--- config.mk ---
export PLATFORM = sky130hd
export DESIGN_NAME = input_window_streamer_flat
export DESIGN_NICKNAME = d
export VERILOG_FILES = /design/src/rtl/input_window_streamer_pkg.sv /design/src/rtl/input_window_streamer_if.sv /design/src/rtl/input_window_streamer_window_coord_gen.sv /design/src/rtl/input_window_streamer.sv /design/src/flat_wrapper.sv
export SDC_FILE = /design/constraint.sdc
export NUM_CORES = 1
export LEC_CHECK = 0
export BUFFER_PORTS_ARGS = -buffer_cell sky130_fd_sc_hd__buf_4
export CORE_ASPECT_RATIO = 0.75
export CORE_MARGIN = 4
export CORE_UTILIZATION = 60
export DETAILED_ROUTE_END_ITERATION = 12
export PLACE_DENSITY = 0.89
export SKIP_CTS_REPAIR_TIMING = 1
export SLEW_MARGIN = 10
export SYNTH_ARGS = -nofsm -noshare
export SYNTH_HDL_FRONTEND = slang
export SYNTH_SLANG_ARGS = --single-unit
--- constraint.sdc ---
create_clock -name i_clk -period 24.7 [get_ports i_clk]
set_input_delay 2.47 -clock i_clk [delete_from_list [all_inputs] [get_ports i_clk]]
set_output_delay 2.47 -clock i_clk [all_outputs]
set_load 0.03 [all_outputs]
--- src/rtl/input_window_streamer_pkg.sv ---
// Shared definitions for the input window streamer.
// Holds the controller state encoding and the helpers that derive the
// lane-select width and the element-address width from the spad geometry.
package input_window_streamer_pkg;

    typedef enum logic [2:0] {
        ST_IDLE  = 3'd0,
        ST_FETCH = 3'd1,
        ST_DRAIN = 3'd2,
        ST_OUT   = 3'd3,
        ST_DONE  = 3'd4
    } state_t;

    // Bits needed to select one element inside a spad word.
    function automatic int lane_bits(input int spad_n);
        return $clog2(spad_n);
    endfunction

    // Width of an element address: word address plus lane select.
    function automatic int elem_addr_width(input int addr_width, input int spad_n);
        return addr_width + lane_bits(spad_n);
    endfunction

endpackage

--- src/rtl/input_window_streamer_if.sv ---
// Bundle of the streamer's control, config, spad-read and vector-output signals.
// master: the surrounding system (drives start/config/read data/ready).
// slave : the streamer itself.
interface input_window_streamer_if #(
    parameter int DATA_WIDTH      = 8,
    parameter int SPAD_DATA_WIDTH = 64,
    parameter int ADDR_WIDTH      = 8,
    parameter int DIM_WIDTH       = 8,
    parameter int ROWS            = 4
);
    logic                         i_start;
    logic                         i_clear;
    logic [DIM_WIDTH-1:0]         i_i_size;
    logic [DIM_WIDTH-1:0]         i_i_c_size;
    logic [DIM_WIDTH-1:0]         i_k_size;
    logic [DIM_WIDTH-1:0]         i_stride;
    logic [DIM_WIDTH-1:0]         i_pad;
    logic [DIM_WIDTH-1:0]         i_o_size;
    logic [ADDR_WIDTH-1:0]        i_base_addr;
    logic                         o_spad_read_en;
    logic [ADDR_WIDTH-1:0]        o_spad_read_addr;
    logic [SPAD_DATA_WIDTH-1:0]   i_spad_data;
    logic [ROWS*DATA_WIDTH-1:0]   o_data;
    logic [ROWS-1:0]              o_data_valid;
    logic                         o_valid;
    logic                         i_ready;
    logic                         o_last_tap;
    logic                         o_busy;
    logic                         o_done;

    modport master (
        output i_start, i_clear, i_i_size, i_i_c_size, i_k_size, i_stride, i_pad,
               i_o_size, i_base_addr, i_spad_data, i_ready,
        input  o_spad_read_en, o_spad_read_addr, o_data, o_data_valid, o_valid,
               o_last_tap, o_busy, o_done
    );

    modport slave (
        input  i_start, i_clear, i_i_size, i_i_c_size, i_k_size, i_stride, i_pad,
               i_o_size, i_base_addr, i_spad_data, i_ready,
        output o_spad_read_en, o_spad_read_addr, o_data, o_data_valid, o_valid,
               o_last_tap, o_busy, o_done
    );

endinterface

--- src/rtl/input_window_streamer_window_coord_gen.sv ---
// Window coordinate generator.
// Owns the channel/kx/ky tap counters and the pixel-group position, and a
// row walker that steps through the ROWS pixels of the current group while
// the controller fetches. For the walker's current pixel it reports whether
// the element is padding, whether the pixel lies past the output plane, and
// the spad word/lane that holds the element.
// Ports: clk/rst (async, high), clear (sync abort), start (latch config and
// zero counters), step_row (advance walker one pixel), next_vec (vector
// accepted: advance tap, rewind walker or move to next group), config fields,
// row_pad/row_inval flags, word_addr/lane, last_tap, last_vec.
module window_coord_gen
    import input_window_streamer_pkg::*;
#(
    parameter int  ADDR_WIDTH = 8,
    parameter int  DIM_WIDTH  = 8,
    parameter int  SPAD_N     = 8,
    localparam int LB         = lane_bits(SPAD_N)
) (
    input  logic                  clk,
    input  logic                  rst,
    input  logic                  clear,
    input  logic                  start,
    input  logic                  step_row,
    input  logic                  next_vec,
    input  logic [DIM_WIDTH-1:0]  i_size,
    input  logic [DIM_WIDTH-1:0]  c_size,
    input  logic [DIM_WIDTH-1:0]  k_size,
    input  logic [DIM_WIDTH-1:0]  stride,
    input  logic [DIM_WIDTH-1:0]  pad,
    input  logic [DIM_WIDTH-1:0]  o_size,
    input  logic [ADDR_WIDTH-1:0] base_addr,
    output logic                  row_pad,
    output logic                  row_inval,
    output logic [ADDR_WIDTH-1:0] word_addr,
    output logic [LB-1:0]         lane,
    output logic                  last_tap,
    output logic                  last_vec
);
    localparam int CW = DIM_WIDTH + 2;
    localparam int EW = elem_addr_width(ADDR_WIDTH, SPAD_N);
    localparam int PW = 2 * DIM_WIDTH + 1;

    logic [DIM_WIDTH-1:0]  size_r, csz_r, ksz_r, str_r, pad_r, osz_r;
    logic [ADDR_WIDTH-1:0] base_r;
    logic [DIM_WIDTH-1:0]  c_r, kx_r, ky_r;
    logic [PW-1:0]         grp_p_r, wk_p_r;
    logic [DIM_WIDTH-1:0]  grp_oy_r, grp_ox_r, wk_oy_r, wk_ox_r;

    logic                  c_last_s, kx_last_s, ky_last_s;
    logic [PW-1:0]         area_s;
    logic [CW-1:0]         iy_s, ix_s;
    logic [EW-1:0]         elem_s;

    assign c_last_s  = (c_r  == csz_r - DIM_WIDTH'(1'b1));
    assign kx_last_s = (kx_r == ksz_r - DIM_WIDTH'(1'b1));
    assign ky_last_s = (ky_r == ksz_r - DIM_WIDTH'(1'b1));
    assign last_tap  = c_last_s && kx_last_s && ky_last_s;

    // Walker sits ROWS pixels past the group base once the group is fetched,
    // so it marks the final group when it has run off the output plane.
    assign area_s    = PW'(osz_r) * PW'(osz_r);
    assign row_inval = (wk_p_r >= area_s);
    assign last_vec  = last_tap && row_inval;

    // Two's-complement coordinates; a set top bit means negative.
    assign iy_s = CW'(wk_oy_r) * CW'(str_r) + CW'(ky_r) - CW'(pad_r);
    assign ix_s = CW'(wk_ox_r) * CW'(str_r) + CW'(kx_r) - CW'(pad_r);

    assign row_pad = iy_s[CW-1] || (iy_s >= CW'(size_r)) ||
                     ix_s[CW-1] || (ix_s >= CW'(size_r));

    // Only meaningful for in-range rows, where iy/ix fit in DIM_WIDTH bits.
    assign elem_s = (EW'(base_r) << LB)
                  + (EW'(iy_s[DIM_WIDTH-1:0]) * EW'(size_r) + EW'(ix_s[DIM_WIDTH-1:0])) * EW'(csz_r)
                  + EW'(c_r);

    assign word_addr = elem_s[EW-1:LB];
    assign lane      = elem_s[LB-1:0];

    // Config latch, tap counters, group base and row walker.
    always_ff @(posedge clk or posedge rst) begin
        if (rst) begin
            size_r <= '0; csz_r <= '0; ksz_r <= '0; str_r <= '0; pad_r <= '0; osz_r <= '0;
            base_r <= '0;
            c_r <= '0; kx_r <= '0; ky_r <= '0;
            grp_p_r <= '0; grp_oy_r <= '0; grp_ox_r <= '0;
            wk_p_r <= '0; wk_oy_r <= '0; wk_ox_r <= '0;
        end else if (clear) begin
            size_r <= '0; csz_r <= '0; ksz_r <= '0; str_r <= '0; pad_r <= '0; osz_r <= '0;
            base_r <= '0;
            c_r <= '0; kx_r <= '0; ky_r <= '0;
            grp_p_r <= '0; grp_oy_r <= '0; grp_ox_r <= '0;
            wk_p_r <= '0; wk_oy_r <= '0; wk_ox_r <= '0;
        end else if (start) begin
            size_r <= i_size; csz_r <= c_size; ksz_r <= k_size;
            str_r <= stride; pad_r <= pad; osz_r <= o_size;
            base_r <= base_addr;
            c_r <= '0; kx_r <= '0; ky_r <= '0;
            grp_p_r <= '0; grp_oy_r <= '0; grp_ox_r <= '0;
            wk_p_r <= '0; wk_oy_r <= '0; wk_ox_r <= '0;
        end else if (step_row) begin
            wk_p_r <= wk_p_r + PW'(1'b1);
            if (wk_ox_r == osz_r - DIM_WIDTH'(1'b1)) begin
                wk_ox_r <= '0;
                wk_oy_r <= wk_oy_r + DIM_WIDTH'(1'b1);
            end else begin
                wk_ox_r <= wk_ox_r + DIM_WIDTH'(1'b1);
            end
        end else if (next_vec) begin
            if (c_last_s) begin
                c_r <= '0;
                if (kx_last_s) begin
                    kx_r <= '0;
                    ky_r <= ky_last_s ? '0 : ky_r + DIM_WIDTH'(1'b1);
                end else begin
                    kx_r <= kx_r + DIM_WIDTH'(1'b1);
                end
            end else begin
                c_r <= c_r + DIM_WIDTH'(1'b1);
            end
            // New group starts where the walker stopped; otherwise rewind.
            if (last_tap) begin
                grp_p_r <= wk_p_r; grp_oy_r <= wk_oy_r; grp_ox_r <= wk_ox_r;
            end else begin
                wk_p_r <= grp_p_r; wk_oy_r <= grp_oy_r; wk_ox_r <= grp_ox_r;
            end
        end
    end

endmodule

--- src/rtl/input_window_streamer.sv ---
// Input window streamer: reads convolution input windows out of the input
// scratchpad and presents one ROWS-wide vector per kernel tap, per group of
// ROWS consecutive output pixels, with valid/ready backpressure and hardware
// zero padding.
// Ports: i_clk, i_rst (async, active high) and the slave side of
// input_window_streamer_if (start/clear, config, spad read port, vector
// output with valid/ready, last_tap, busy, done).
module input_window_streamer
    import input_window_streamer_pkg::*;
#(
    parameter int  DATA_WIDTH      = 8,
    parameter int  SPAD_DATA_WIDTH = 64,
    parameter int  SPAD_N          = SPAD_DATA_WIDTH / DATA_WIDTH,
    parameter int  ADDR_WIDTH      = 8,
    parameter int  DIM_WIDTH       = 8,
    parameter int  ROWS            = 4,
    localparam int LB              = lane_bits(SPAD_N),
    localparam int RW              = (ROWS > 1) ? $clog2(ROWS) : 1
) (
    input logic                    i_clk,
    input logic                    i_rst,
    input_window_streamer_if.slave bus
);
    state_t                              state_r;
    logic [RW-1:0]                       row_r;
    logic                                busy_r, done_r, valid_r, last_tap_r;

    logic                                p1_cap_r, p1_rd_r, p1_inval_r;
    logic [RW-1:0]                       p1_row_r;
    logic [LB-1:0]                       p1_lane_r;
    logic [ROWS-1:0][DATA_WIDTH-1:0]     data_r;
    logic [ROWS-1:0]                     mask_r;

    logic                                row_pad_s, row_inval_s, last_tap_s, last_vec_s;
    logic [ADDR_WIDTH-1:0]               word_s;
    logic [LB-1:0]                       lane_s;
    logic                                start_s, accept_s, fetch_s, rd_s, zero_cfg_s;
    logic [SPAD_N-1:0][DATA_WIDTH-1:0]   spad_lanes_s;

    assign start_s    = (state_r == ST_IDLE) && bus.i_start;
    assign accept_s   = (state_r == ST_OUT) && bus.i_ready;
    assign fetch_s    = (state_r == ST_FETCH);
    assign rd_s       = fetch_s && !row_pad_s && !row_inval_s;
    assign zero_cfg_s = (bus.i_o_size == {DIM_WIDTH{1'b0}}) ||
                        (bus.i_k_size == {DIM_WIDTH{1'b0}}) ||
                        (bus.i_i_c_size == {DIM_WIDTH{1'b0}});
    assign spad_lanes_s = bus.i_spad_data;

    assign bus.o_spad_read_en   = rd_s;
    assign bus.o_spad_read_addr = rd_s ? word_s : {ADDR_WIDTH{1'b0}};
    assign bus.o_data           = data_r;
    assign bus.o_data_valid     = mask_r;
    assign bus.o_valid          = valid_r;
    assign bus.o_last_tap       = last_tap_r;
    assign bus.o_busy           = busy_r;
    assign bus.o_done           = done_r;

    window_coord_gen #(
        .ADDR_WIDTH (ADDR_WIDTH),
        .DIM_WIDTH  (DIM_WIDTH),
        .SPAD_N     (SPAD_N)
    ) u_coord (
        .clk       (i_clk),
        .rst       (i_rst),
        .clear     (bus.i_clear),
        .start     (start_s),
        .step_row  (fetch_s),
        .next_vec  (accept_s),
        .i_size    (bus.i_i_size),
        .c_size    (bus.i_i_c_size),
        .k_size    (bus.i_k_size),
        .stride    (bus.i_stride),
        .pad       (bus.i_pad),
        .o_size    (bus.i_o_size),
        .base_addr (bus.i_base_addr),
        .row_pad   (row_pad_s),
        .row_inval (row_inval_s),
        .word_addr (word_s),
        .lane      (lane_s),
        .last_tap  (last_tap_s),
        .last_vec  (last_vec_s)
    );

    // Controller FSM with registered valid/last_tap/busy/done.
    always_ff @(posedge i_clk or posedge i_rst) begin
        if (i_rst) begin
            state_r <= ST_IDLE; row_r <= '0;
            busy_r <= 1'b0; done_r <= 1'b0; valid_r <= 1'b0; last_tap_r <= 1'b0;
        end else if (bus.i_clear) begin
            state_r <= ST_IDLE; row_r <= '0;
            busy_r <= 1'b0; done_r <= 1'b0; valid_r <= 1'b0; last_tap_r <= 1'b0;
        end else begin
            case (state_r)
                ST_IDLE: begin
                    if (bus.i_start) begin
                        row_r <= '0;
                        if (zero_cfg_s) begin
                            state_r <= ST_DONE;
                            done_r  <= 1'b1;
                        end else begin
                            state_r <= ST_FETCH;
                            busy_r  <= 1'b1;
                        end
                    end
                end
                ST_FETCH: begin
                    if (row_r == RW'(ROWS - 1)) begin
                        row_r   <= '0;
                        state_r <= ST_DRAIN;
                    end else begin
                        row_r <= row_r + RW'(1'b1);
                    end
                end
                ST_DRAIN: begin
                    state_r    <= ST_OUT;
                    valid_r    <= 1'b1;
                    last_tap_r <= last_tap_s;
                end
                ST_OUT: begin
                    if (bus.i_ready) begin
                        valid_r    <= 1'b0;
                        last_tap_r <= 1'b0;
                        if (last_vec_s) begin
                            state_r <= ST_DONE;
                            done_r  <= 1'b1;
                            busy_r  <= 1'b0;
                        end else begin
                            state_r <= ST_FETCH;
                        end
                    end
                end
                ST_DONE: begin
                    done_r  <= 1'b0;
                    state_r <= ST_IDLE;
                end
                default: begin
                    state_r <= ST_IDLE; row_r <= '0;
                    busy_r <= 1'b0; done_r <= 1'b0; valid_r <= 1'b0; last_tap_r <= 1'b0;
                end
            endcase
        end
    end

    // Read pipeline: row/lane/flags follow each read by one cycle, then the
    // returned lane (or a zero for pad/invalid rows) lands in the output row.
    always_ff @(posedge i_clk or posedge i_rst) begin
        if (i_rst) begin
            p1_cap_r <= 1'b0; p1_rd_r <= 1'b0; p1_inval_r <= 1'b0;
            p1_row_r <= '0; p1_lane_r <= '0;
            data_r <= '0; mask_r <= '0;
        end else if (bus.i_clear) begin
            p1_cap_r <= 1'b0; p1_rd_r <= 1'b0; p1_inval_r <= 1'b0;
            p1_row_r <= '0; p1_lane_r <= '0;
            data_r <= '0; mask_r <= '0;
        end else begin
            p1_cap_r   <= fetch_s;
            p1_rd_r    <= rd_s;
            p1_inval_r <= row_inval_s;
            p1_row_r   <= row_r;
            p1_lane_r  <= lane_s;
            if (p1_cap_r) begin
                data_r[p1_row_r] <= p1_rd_r ? spad_lanes_s[p1_lane_r] : {DATA_WIDTH{1'b0}};
                mask_r[p1_row_r] <= !p1_inval_r;
            end
        end
    end

endmodule

--- src/flat_wrapper.sv ---
// flat-port wrapper written by rule: the top's interface ports become plain ports
module input_window_streamer_flat import input_window_streamer_pkg::*;
#(
    parameter int  DATA_WIDTH      = 8,
    parameter int  SPAD_DATA_WIDTH = 64,
    parameter int  SPAD_N          = SPAD_DATA_WIDTH / DATA_WIDTH,
    parameter int  ADDR_WIDTH      = 8,
    parameter int  DIM_WIDTH       = 8,
    parameter int  ROWS            = 4,
    localparam int LB              = lane_bits(SPAD_N),
    localparam int RW              = (ROWS > 1) ? $clog2(ROWS) : 1
)
  (i_clk, i_rst, bus_i_start, bus_i_clear, bus_i_i_size, bus_i_i_c_size, bus_i_k_size, bus_i_stride, bus_i_pad, bus_i_o_size, bus_i_base_addr, bus_i_spad_data, bus_i_ready, bus_o_spad_read_en, bus_o_spad_read_addr, bus_o_data, bus_o_data_valid, bus_o_valid, bus_o_last_tap, bus_o_busy, bus_o_done);
  input_window_streamer_if #(.DATA_WIDTH(DATA_WIDTH), .SPAD_DATA_WIDTH(SPAD_DATA_WIDTH), .ADDR_WIDTH(ADDR_WIDTH), .DIM_WIDTH(DIM_WIDTH), .ROWS(ROWS)) bus_i ();
  input logic i_clk;
  input logic i_rst;
  input wire logic [$bits(bus_i.i_start)-1:0] bus_i_start;
  input wire logic [$bits(bus_i.i_clear)-1:0] bus_i_clear;
  input wire logic [$bits(bus_i.i_i_size)-1:0] bus_i_i_size;
  input wire logic [$bits(bus_i.i_i_c_size)-1:0] bus_i_i_c_size;
  input wire logic [$bits(bus_i.i_k_size)-1:0] bus_i_k_size;
  input wire logic [$bits(bus_i.i_stride)-1:0] bus_i_stride;
  input wire logic [$bits(bus_i.i_pad)-1:0] bus_i_pad;
  input wire logic [$bits(bus_i.i_o_size)-1:0] bus_i_o_size;
  input wire logic [$bits(bus_i.i_base_addr)-1:0] bus_i_base_addr;
  input wire logic [$bits(bus_i.i_spad_data)-1:0] bus_i_spad_data;
  input wire logic [$bits(bus_i.i_ready)-1:0] bus_i_ready;
  output wire logic [$bits(bus_i.o_spad_read_en)-1:0] bus_o_spad_read_en;
  output wire logic [$bits(bus_i.o_spad_read_addr)-1:0] bus_o_spad_read_addr;
  output wire logic [$bits(bus_i.o_data)-1:0] bus_o_data;
  output wire logic [$bits(bus_i.o_data_valid)-1:0] bus_o_data_valid;
  output wire logic [$bits(bus_i.o_valid)-1:0] bus_o_valid;
  output wire logic [$bits(bus_i.o_last_tap)-1:0] bus_o_last_tap;
  output wire logic [$bits(bus_i.o_busy)-1:0] bus_o_busy;
  output wire logic [$bits(bus_i.o_done)-1:0] bus_o_done;
  assign bus_i.i_start = bus_i_start;
  assign bus_i.i_clear = bus_i_clear;
  assign bus_i.i_i_size = bus_i_i_size;
  assign bus_i.i_i_c_size = bus_i_i_c_size;
  assign bus_i.i_k_size = bus_i_k_size;
  assign bus_i.i_stride = bus_i_stride;
  assign bus_i.i_pad = bus_i_pad;
  assign bus_i.i_o_size = bus_i_o_size;
  assign bus_i.i_base_addr = bus_i_base_addr;
  assign bus_i.i_spad_data = bus_i_spad_data;
  assign bus_i.i_ready = bus_i_ready;
  assign bus_o_spad_read_en = bus_i.o_spad_read_en;
  assign bus_o_spad_read_addr = bus_i.o_spad_read_addr;
  assign bus_o_data = bus_i.o_data;
  assign bus_o_data_valid = bus_i.o_data_valid;
  assign bus_o_valid = bus_i.o_valid;
  assign bus_o_last_tap = bus_i.o_last_tap;
  assign bus_o_busy = bus_i.o_busy;
  assign bus_o_done = bus_i.o_done;
  input_window_streamer #(.DATA_WIDTH(DATA_WIDTH), .SPAD_DATA_WIDTH(SPAD_DATA_WIDTH), .SPAD_N(SPAD_N), .ADDR_WIDTH(ADDR_WIDTH), .DIM_WIDTH(DIM_WIDTH), .ROWS(ROWS)) u_core (.i_clk(i_clk), .i_rst(i_rst), .bus(bus_i));
endmodule
---- Word-level counts from Yosys, hierarchy flattened ----
Index checks and enable logic that the tools add are counted.
storage, ports and cells
  register bits after elaboration ......... 199
  bits of input ports ..................... 125
  output and inout bits ................... 49
  word-level logic and storage cells ...... 225
operators by class
  $add $sub $neg .......................... 17
  multiply operators ...................... 5
  order comparisons ....................... 6
  eq/ne operators ......................... 21
  multiplexer cells ....................... 105
  reductions and logical operators ........ 39
operators with widths
  cell                   number
  $mux 8                 54
  $mux 17                8
  $mux 32                2
  $add 8x1->8 const B    5
  $bwmux 32              1
  $eq 8x8->1             4
  $bmux 8 s3             1
  $logic_not 8->1        3
  $sub 8x1->8 const B    3
  $add 11x8->11          2
  $mux 3                 7
  $add 10x8->10          2
  $ge 10x8->1            2
  $mul 8x8->10           2
  $sub 10x8->10          2
  $add 17x1->17 const B  1
  $ge 17x16->1           1
  $mux 1                 17
  $demux 8 s2            1
  $mul 8x8->16           1
  $ne 3x3->1 const B     4
  $pmux 1 s3             4
  $pmux 3 s4             1
  $add 11x11->11         1
  other kinds (31)       64

---- Longest topological paths before layout ----
  depth in word-level cells ............... 11
  depth in mapped cells ................... 49

---- By module ----
Synthesis repeated with hierarchy kept, for this count alone.
unflattened totals
  cells, all modules ...................... 2271
  area total of the unflattened synthesis .. 20742.4 um^2
modules (own cells, without submodules)
  module                 times used  cells each  area each (um^2)
  window_coord_gen       1           1993        17839.6
  input_window_streamer  1           278         2902.8

---- Worst setup path before layout ----
OpenSTA, ideal clock, no wires.
  kind .................................... register to output
  start point ............................. register u_core.u_coord.str_r[2]
  end point ............................... output port bus_o_spad_read_addr[7]
  data arrival time ....................... 11863 ps
  setup slack ............................. 10367 ps
  stages on the path, launching flop included .. 46
  path through ............................ dfrtp_1 clkbuf_1 clkbuf_1 nand2_1 fa_1 inv_1 fa_1 inv_1 fa_1 inv_1 fa_1 inv_1 fa_1 inv_1 ha_1 clkbuf_1 nand3_1 o2111ai_1 [... 10 more ...] ha_1 xnor2_1 nand2_1 fa_1 fa_1 inv_1 fa_1 fa_1 inv_1 fa_1 inv_1 ha_1 a21oi_1 o21ai_0 xnor3_1 xnor3_1 xnor2_1 nor2b_1
between the ends
  word-level cells in the longest chain between the ends .. 11
  elaborated cells between the ends (all ways) .. 20
ends and longest elaborated chain
  element                                                line                                          RTL
  from (decl)                                            input_window_streamer_window_coord_gen.sv:43  logic [DIM_WIDTH-1:0] size_r, csz_r, ksz_r, str_r, pad_r, osz_r;
  from (signal assigned)                                 input_window_streamer_window_coord_gen.sv:96  str_r <= stride; pad_r <= pad; osz_r <= o_size;
  branches (longest 10 deep; another with $mul 8x8->11)  n/a
  $mux 8 *                                               input_window_streamer.sv:50                   assign bus.o_spad_read_addr = rd_s ? word_s : {ADDR_WIDTH{1'b0}};
  to (decl)                                              flat_wrapper.sv:29                            output wire logic [$bits(bus_i.o_spad_read_addr)-1:0] bus_o_spad_read_addr;
Every way passes the cells marked *.

---- Worst setup path after layout ----
  start point ............................. register u_core.u_coord.str_r[0]
  end point ............................... output port bus_o_spad_read_addr[7]
The elaborated chain is that of the path after synthesis.

==> reports/metrics.cfg <==
[detailed_routing]
firstDrtPassIters=6
drc_errors=0
ant_nets=0
drtIter0Drc=1532
wl_per_cell_um=19.0
post_drt_via_cell_ratio=5.97
vias=17200
routed_wl_mm=54.7

[logic_synthesis]
synth-compound-area-share=0.116
syn_nets=2796
synth-edff-count=0
ys_seq_elements=199
synth_top_area_frac=0.244
syn_avg_cell_area_um2=8.80
async_flop_share=1.00
synth_ff_type=dfrtp_1
synth_cell_type_count=74
synth_top_family_by_area=adder cells
synthCells=2318
synth_area_leader_cell=dfrtp_1
netlist_area_mm2=0.0204
ys_warn_count=0
synth_xor_xnor_area_share=0.0660
seq_area_frac_synth=0.244
muxShareOfSynthArea=0.0315
synth_area_leaders=dfrtp_1 (24%), fa_1 (17%), ha_1 (11%), nand2_1 (7.2%), inv_1 (5.9%)
synth-simple-area-share=0.179
yosys.area_share.adder=0.282

[power]
p_sw_frac=0.404
power_density_mw_per_mm2=52.9
pwr-share-comb=0.458
power.leakage_nw=10.8
irDropWorstVdd_mv=0.0477
power_mw=1.19
p_int_uw=709
seqPwrFrac=0.305
power.switching_uw=481
p_clk_frac=0.237

[worst_setup_path]
crit_path_end_kind=primary output
startpoint_type=register
cpPeakStageDelay_ns=0.64
crit_top_cell=fa_1
crit_fanout=17
cp-startpoint=u_core.u_coord.str_r[0]$_DFFE_PP0P_
reg2regPathDepth=22
critPathRequiredTime_ns=22.23
r2r-end=u_core.p1_lane_r[2]$_DFF_PP0_
arrival_ns=13.02
rr_startpoint=u_core.u_coord.wk_oy_r[2]$_DFFE_PP0P_
path_class=reg -> out
crit_path_top_delay_cell=dfrtp_1
r2r_setup_slack_ns=17.38

[die]
design.die.area_mm2=0.0370
chipWidth_um=221
row_count=58
core_area_mm2=0.0335
initial_utilization=0.608
boundaryPins=174
fp.dieH_um=168

[timing]
rsz0062_at_grt=false
tightest_slew_ns=1.00
maxSlewHeadroom=0.333
hold_violations=0
skew_ns=0.0162
setup_viol=0
slew_viol_final=0
fin_ws_ns=9.21
post-route-period-util=0.627
period_needed_ns=15.49
fmax_mhz=64.5
setup_tns_ns=0

[grt]
grt_pass1_wl_mm=89.3
grt_usage=0.296
antenna_found_initial=3
grt_max_degree=126
grt_overflow=0
grt_pass1_vias=17600

[hold_path]
hp-start=u_core.u_coord.grp_p_r[15]$_DFFE_PP0P_
hold_path_class=reg -> reg
min_path_cells=1
min_to=u_core.u_coord.grp_p_r[15]$_DFFE_PP0P_

[cts]
clock_latency_ns=0.46
cts_tree=done
clkSinkCount=199
cts_buffers=17
cts_root_buffer=clkbuf_16
path_clk_slew_ns=0.07
h-tree-depth=4
cts_buffer_depth=2

[final_layout]
fillers=2566
nNetsFinal=2890
layoutNonFillerInstCount=2875
final_cell_mix=nand2_1 (392), inv_1 (317), dfrtp_1 (199)
n_antenna_cell=0
final_common_cell=nand2_1
drive_gt1_frac=0.108
syn_to_final_growth_pct=10.4

[run_status]
status=finished clean

[placed_design]
pre_cts_slack_ns=9.84
placed_cells=2843
io_buffer_count=173
dp_hpwl_mm=42.3
place.gp.congestion=0.947

[flow_run]
cap_violations=0

synth_stat cells, types with 3 or more instances:
cell	count
a31oi_1	7
nand2b_1	20
nand4_1	16
and3_1	10
a32o_1	3
nor2_1	88
fa_1	177
o211ai_1	13
nor4_1	16
xnor2_1	89
o221ai_1	11
buf_1	10
o31ai_1	8
a21boi_0	3
a21o_1	13
xnor3_1	10
nor3b_1	3
nand3b_1	4
dfrtp_1	199
nand2_1	392
xor2_1	39
or3_1	7
inv_1	318
clkbuf_1	90
or4_1	3
a22oi_1	6
a221o_1	5
nand3_1	33
a211oi_1	11
a22o_1	34
a21oi_1	151
a2111oi_0	4
o21ai_0	75
buf_6	4
and2_1	100
o21bai_1	6
mux4_2	16
mux2i_1	26
nor2b_1	29
o2bb2ai_1	3
or2_2	8
buf_2	9
nor3_1	26
ha_1	176
worst max-delay path by stage:
stage                                   end  slack [ns]  depth (start not counted)
floorplan           bus_o_spad_read_addr[7]       10.37                         45
detailed placement  bus_o_spad_read_addr[7]        9.84                         45
global route        bus_o_spad_read_addr[7]        8.66                         45
CTS                 bus_o_spad_read_addr[7]        9.24                         43
finish              bus_o_spad_read_addr[7]        9.21                         43
global placement    bus_o_spad_read_addr[7]       10.12                         43
metal layers:
layer  vias to the layer above  GRT usage  wire length [um]
met5                         -          0                52
met4                         6      0.102              1790
met3                       137     0.0638              5340
met2                       875      0.478             25500
met1                      8424      0.401             22000
li1                       7736          -                 -
area by class of cell:
class / count / area, um2 / share of cell area
clock inverter: 12 / 136 / 0.00606
tap: 450 / 563 / 0.0250
inverter: 319 / 1200 / 0.0535
timing repair buffer: 188 / 1410 / 0.0627
multi-input combinational: 1687 / 13800 / 0.612
sequential: 199 / 4980 / 0.221
clock buffer: 20 / 437 / 0.0194
worst max-delay path: cells and delay by family (launching register included):
| kind | cells | cell delay [ns] |
|---|---|---|
| AO/OA/AOI/OAI | 3 | 0.77 |
| adder cells (fa/ha/maj) | 17 | 8.30 |
| flip-flops | 1 | 0.64 |
| buffers and inverters | 13 | 0.83 |
| XOR/XNOR | 5 | 1.28 |
| AND/OR/NAND/NOR | 5 | 0.73 |
power groups by stage:
stage / clock network [mW] / registers, mW / logic [mW]
after floorplan: 0 / 0.350 / 0.409
after global placement: 0 / 0.367 / 0.508
after detailed placement: 0 / 0.368 / 0.534
after CTS: 0.284 / 0.362 / 0.543
after global routing: 0.298 / 0.365 / 0.613
final: 0.282 / 0.363 / 0.545
logic make-up after synthesis:
kind of cell | after synthesis
AOI/OAI and AO/OA | 375
xor gates and xnor gates | 138
adders and majority gates | 353
buffers and inverters | 432
DFF | 199
muxes | 44
other | 2
and+or+nand+nor | 775
through the flow:
step	util	hold WS (ns)	instance area, um2
2_1_floorplan	-	0.458	20400
3_3_place_gp	0.654	0.474	21900
3_5_place_dp	0.654	0.487	21900
4_1_cts	0.671	0.508	22500
5_1_grt	0.671	0.529	22500
6_report	0.671	0.509	22500
sequential cells by signal (all words and copies together) (netlist names), 2 cells and up:
signal / flops
u_core.bus.o_data: 32
u_core.bus.o_data_valid: 4
u_core.p1_lane_r: 3
u_core.p1_row_r: 2
u_core.row_r: 2
u_core.state_r: 3
u_core.u_coord.base_r: 8
u_core.u_coord.c_r: 8
u_core.u_coord.csz_r: 8
u_core.u_coord.grp_ox_r: 8
u_core.u_coord.grp_oy_r: 8
u_core.u_coord.grp_p_r: 17
u_core.u_coord.ksz_r: 8
u_core.u_coord.kx_r: 8
u_core.u_coord.ky_r: 8
u_core.u_coord.osz_r: 8
u_core.u_coord.pad_r: 8
u_core.u_coord.size_r: 8
u_core.u_coord.str_r: 8
u_core.u_coord.wk_ox_r: 8
u_core.u_coord.wk_oy_r: 8
u_core.u_coord.wk_p_r: 17
Power figures use the tool's default switching activity.
